$ cat config.mk
export PLATFORM = sky130hd
export DESIGN_NAME = game_timer_ctrl
export DESIGN_NICKNAME = d
export VERILOG_FILES = /design/src/rtl/game_timer_ctrl.sv
export SDC_FILE = /design/constraint.sdc
export NUM_CORES = 1
export LEC_CHECK = 0
export ABC_AREA = 1
export BUFFER_PORTS_ARGS = -buffer_cell sky130_fd_sc_hd__buf_2
export CAP_MARGIN = 20
export CORE_MARGIN = 3
export CORE_UTILIZATION = 38
export CTS_CLUSTER_SIZE = 30
export DETAILED_ROUTE_END_ITERATION = 7
export SLEW_MARGIN = 20
export SYNTH_ARGS = -nofsm -noshare
export SYNTH_HDL_FRONTEND = slang
export SYNTH_SLANG_ARGS = --single-unit
$ cat constraint.sdc
create_clock -name clk -period 1.8 [get_ports clk]
set_input_delay 0.54 -clock clk [delete_from_list [all_inputs] [get_ports clk]]
set_output_delay 0.54 -clock clk [all_outputs]
set_load 0.01 [all_outputs]
$ cat src/rtl/game_timer_ctrl.sv
// game_timer_ctrl: BCD MM:SS round countdown with start/pause/abort sequencing and expiry pulse.
module game_timer_ctrl #(
    parameter int TICK_DIV = 100_000_000
) (
    input  logic        clk,
    input  logic        rst,
    input  logic        start,
    input  logic        pause,
    input  logic        abort,
    input  logic [15:0] preset,
    output logic [15:0] times,
    output logic        stop_state,
    output logic        time_out,
    output logic        expired,
    output logic [1:0]  state
);
    localparam int CW = (TICK_DIV > 2) ? $clog2(TICK_DIV) : 1;
    localparam logic [CW-1:0] LAST = CW'(TICK_DIV - 1);

    typedef enum logic [1:0] {IDLE, RUN, PAUSED, EXPIRED} state_t;

    state_t        state_q, state_d;
    logic [15:0]   times_q, times_d, dec;
    logic [CW-1:0] cnt_q, cnt_d;
    logic          time_out_q, time_out_d, stop_state_q, stop_state_d, expired_q, expired_d;
    logic          start_ok;

    function automatic logic [15:0] bcd_dec(input logic [15:0] t);
        logic [15:0] r;
        r = t;
        if (t[3:0] != 4'd0) r[3:0] = t[3:0] - 4'd1;
        else begin
            r[3:0] = 4'd9;
            if (t[7:4] != 4'd0) r[7:4] = t[7:4] - 4'd1;
            else begin
                r[7:4] = 4'd5;
                if (t[11:8] != 4'd0) r[11:8] = t[11:8] - 4'd1;
                else begin
                    r[11:8]  = 4'd9;
                    r[15:12] = t[15:12] - 4'd1;
                end
            end
        end
        return r;
    endfunction

    assign start_ok = start && preset[15:12] <= 4'd9 && preset[11:8] <= 4'd9 &&
                      preset[7:4] <= 4'd5 && preset[3:0] <= 4'd9 && preset != 16'h0000;
    assign dec = bcd_dec(times_q);

    always_comb begin
        state_d    = state_q;
        times_d    = times_q;
        cnt_d      = cnt_q;
        time_out_d = 1'b0;
        if (abort) begin
            state_d = IDLE;
            times_d = 16'h0000;
            cnt_d   = '0;
        end else if (start_ok) begin
            state_d = RUN;
            times_d = preset;
            cnt_d   = '0;
        end else begin
            case (state_q)
                RUN: begin
                    // A pause on the tick cycle freezes cnt at LAST so the tick fires right after resume.
                    if (pause) state_d = PAUSED;
                    else if (cnt_q == LAST) begin
                        cnt_d   = '0;
                        times_d = dec;
                        if (dec == 16'h0000) begin
                            state_d    = EXPIRED;
                            time_out_d = 1'b1;
                        end
                    end else cnt_d = cnt_q + 1'b1;
                end
                PAUSED:  state_d = pause ? RUN : PAUSED;
                default: ;
            endcase
        end
        stop_state_d = state_d != RUN;
        expired_d    = state_d == EXPIRED;
    end

    always_ff @(posedge clk or negedge rst) begin
        if (!rst) begin
            state_q      <= IDLE;
            times_q      <= 16'h0000;
            cnt_q        <= '0;
            time_out_q   <= 1'b0;
            stop_state_q <= 1'b1;
            expired_q    <= 1'b0;
        end else begin
            state_q      <= state_d;
            times_q      <= times_d;
            cnt_q        <= cnt_d;
            time_out_q   <= time_out_d;
            stop_state_q <= stop_state_d;
            expired_q    <= expired_d;
        end
    end

    assign times      = times_q;
    assign state      = state_q;
    assign time_out   = time_out_q;
    assign stop_state = stop_state_q;
    assign expired    = expired_q;
endmodule
==> impl_metrics.env <==
export IMPL_yosysTopAreaCell="dfrtp_1"
export IMPL_synth_seq_cells=48
export IMPL_drt_initial_drc_count=153
export IMPL_multi_input_area_sq_mm=0.00219
export IMPL_grt_usage=0.180
export IMPL_hpwl_mm=6.94
export IMPL_fin_crit_sh=0.998
export IMPL_relSlewSlack=0.748
export IMPL_initial_core_util=0.396
export IMPL_drcViolationCount=0
export IMPL_die_area_sq_mm=0.00986
export IMPL_via_per_inst=5.22
export IMPL_cts_root_buf="clkbuf_8"
export IMPL_grt_pass1_vias=3309
export IMPL_path_common_cell="nand2_1"
export IMPL_cts_tree="built"
export IMPL_status="finished clean"
export IMPL_postRouteAntennaNets=0
export IMPL_synthTopCellsByArea="dfrtp_1, nand2_1, nand3_1, inv_1, nor2_1"
export IMPL_crit_required_ps=2060
export IMPL_areaGrowthSynthToFinish_pct=46.8
export IMPL_grt_overflow_total=0
export IMPL_cts_path_max_buffers=2
export IMPL_syn_area_sq_mm=0.00331
export IMPL_synthFlopType="dfrtp_1"
export IMPL_finalWirelength_mm=9.92
export IMPL_yosysSeqAreaShare=0.364
export IMPL_synth_top_area_frac=0.356
export IMPL_antenna_found_initial=0
export IMPL_cp_max_fo=8
export IMPL_seqCellArea_sq_mm=0.00120
export IMPL_max_stage_delay_ps=420
export IMPL_timing_rr_start="times[5]$_DFFE_PN0P_"
export IMPL_path_delay_family="simple AND/OR/NAND/NOR gates"
export IMPL_drive_above_1_share=0.404
export IMPL_hold_viol_final=0
export IMPL_gp_congestion=0.913
export IMPL_path_clk_slew_ps=110
export IMPL_cts_buffers=5
export IMPL_end_kind="flip-flop"
export IMPL_setup_ws_ps=3.01
export IMPL_setup_viol_count_final=0
export IMPL_clk_latency_ps=320
export IMPL_dr_total_vias=3625
export IMPL_io_buffers=41
export IMPL_layout_common_cells="nand2_1, buf_4, inv_1"
export IMPL_syn_num_nets=487
export IMPL_mostFrequentLayoutCell="nand2_1"
export IMPL_fp_dieH_microns=99.3
export IMPL_core_sq_mm=0.00834
export IMPL_period_needed_ps=1800
export IMPL_dp_worst_setup_slack_ps=-493
export IMPL_htree_levels=2
export IMPL_syn_area_per_cell_sq_um=7.16
export IMPL_nets=613
export IMPL_cp_arrival_ps=2060
export IMPL_diodes=0
export IMPL_postSynthCellCount=462
export IMPL_worst_r2r_cell_count=13
export IMPL_leakagePower_nw=2.29
export IMPL_rsz0062_at_grt="yes"
export IMPL_reg2reg_slack_ps=3
export IMPL_skew_ps=13.5
export IMPL_crit_buf_inv=0
export IMPL_post_drt_wl_per_cell_microns=14.3
export IMPL_powerDensity_mw_per_mm2=895
export IMPL_ys_async_sr_fraction=1.00
export IMPL_worst_path_max_delay_cell="dfrtp_1"
export IMPL_max_cap_violations=0
export IMPL_ir_worst_vdd_mv=0.700
export IMPL_num_io_pins=42
export IMPL_drv_slew=0
export IMPL_ys_warn_count=0
export IMPL_die_width_microns=99.3
export IMPL_crit_chain="nor2_4, nand2_4, nor2_8, nor2_1, nor2_2, nand3_1, nor2_1, nand3_1, nand2_1, nand2_1, nand2_1, nand2_2, nor2_2"
export IMPL_synth_edf_count=0
export IMPL_rows=33
export IMPL_fill_cells=763
export IMPL_ys_types=35
export IMPL_critPathKind="reg -> reg"
export IMPL_fmax_mhz=556
export IMPL_start_kind="flip-flop"
export IMPL_clock_sinks=48
export IMPL_p_total_mw=4.35
export IMPL_grt_pass1_wl_mm=14.6
export IMPL_r2r_end="expired$_DFF_PN0_"
export IMPL_grt_start_max_net_pins=30
export IMPL_hp_class="in -> async"
export IMPL_dr_pass1_iters=5
export IMPL_tightest_slew_ps=375
==> stage by stage <==
step	cell area, sq um	util	TNS, ps	instances	hold WS [ps]
finish	4850	0.582	0	694	204
global route	4850	0.582	-1110	694	228
CTS	4270	0.512	-18.9	677	217
detailed placement	4130	0.495	-13410	667	526
global placement	4130	0.495	-13900	667	517
floorplan	3320	-	0	462	244
==> cell usage after synthesis (all sizes together) (2+ instances only) <==
cell / instances
clkinv: 2
xor2: 14
nor3b: 2
nand4: 16
nor2: 52
o22ai: 3
buf: 7
nand2: 110
a21oi: 15
nor3: 23
ha: 4
clkbuf: 5
dfrtp: 47
o41ai: 3
o21ai: 48
nor4: 5
inv: 56
nand3: 45
==> logic make-up after synthesis <==
group / count (synthesis) / share of synthesized area
AND/OR/NAND/NOR: 255 / 0.375
AO/OA/AOI/OAI: 70 / 0.123
buffers and inverters: 70 / 0.0844
flip-flops: 48 / 0.364
XOR/XNOR: 15 / 0.0397
adder cells (fa/ha/maj): 4 / 0.0151
==> layer usage <==
| layer | wire length (microns) | global-route usage |
|---|---|---|
| met1 | 4170 | 0.219 |
| met2 | 5030 | 0.332 |
| met3 | 456 | 0.0266 |
| met4 | 272 | 0.0452 |
| met5 | 0 | 0 |
==> cell type report <==
cell class,instances,share of cell area
inverters,58,0.0459
multi-input cells,345,0.451
repair buffers,130,0.209
flip-flops and latches,48,0.248
clock inverters,3,0.00541
well taps,105,0.0271
clock buffers,5,0.0142
==> timing repair <==
action                                  CTS  global route
pin swaps                                 2            40
hold buffers                              0             0
cloned                                    0             4
endpoints found under the setup margin   22            47
gates resized for setup                   7           101
setup buffers                             2            14
==> where the power goes <==
group / internal (mW) / total (mW) / switching, mW
Combinational: 0.958 / 2.28 / 1.32
Clock: 0.287 / 0.707 / 0.420
Sequential: 1.21 / 1.36 / 0.149
==> worst max path at each step <==
| stage | start | endpoint | slack, ps | cells after the start |
|---|---|---|---|---|
| 5_1_grt | times[5]$_DFFE_PN0P_ | expired$_DFF_PN0_ | -140 | 13 |
| 3_5_place_dp | preset[0] | cnt_q[21]$_DFFE_PN0P_ | -490 | 9 |
| 6_report | times[5]$_DFFE_PN0P_ | expired$_DFF_PN0_ | 3 | 13 |
| 4_1_cts | preset[0] | cnt_q[11]$_DFFE_PN0P_ | -20 | 10 |
| 2_1_floorplan | preset[0] | times[0]$_DFFE_PN0P_ | 9 | 9 |
| 3_3_place_gp | preset[15] | cnt_q[21]$_DFFE_PN0P_ | -510 | 8 |
==> flip-flops by register name, summed over array words and instances (netlist names) <==
register / flops
cnt_q: 27
times: 16
state: 2
expired: 1
stop_state: 1
time_out: 1
(Power assumes the default switching activity.)
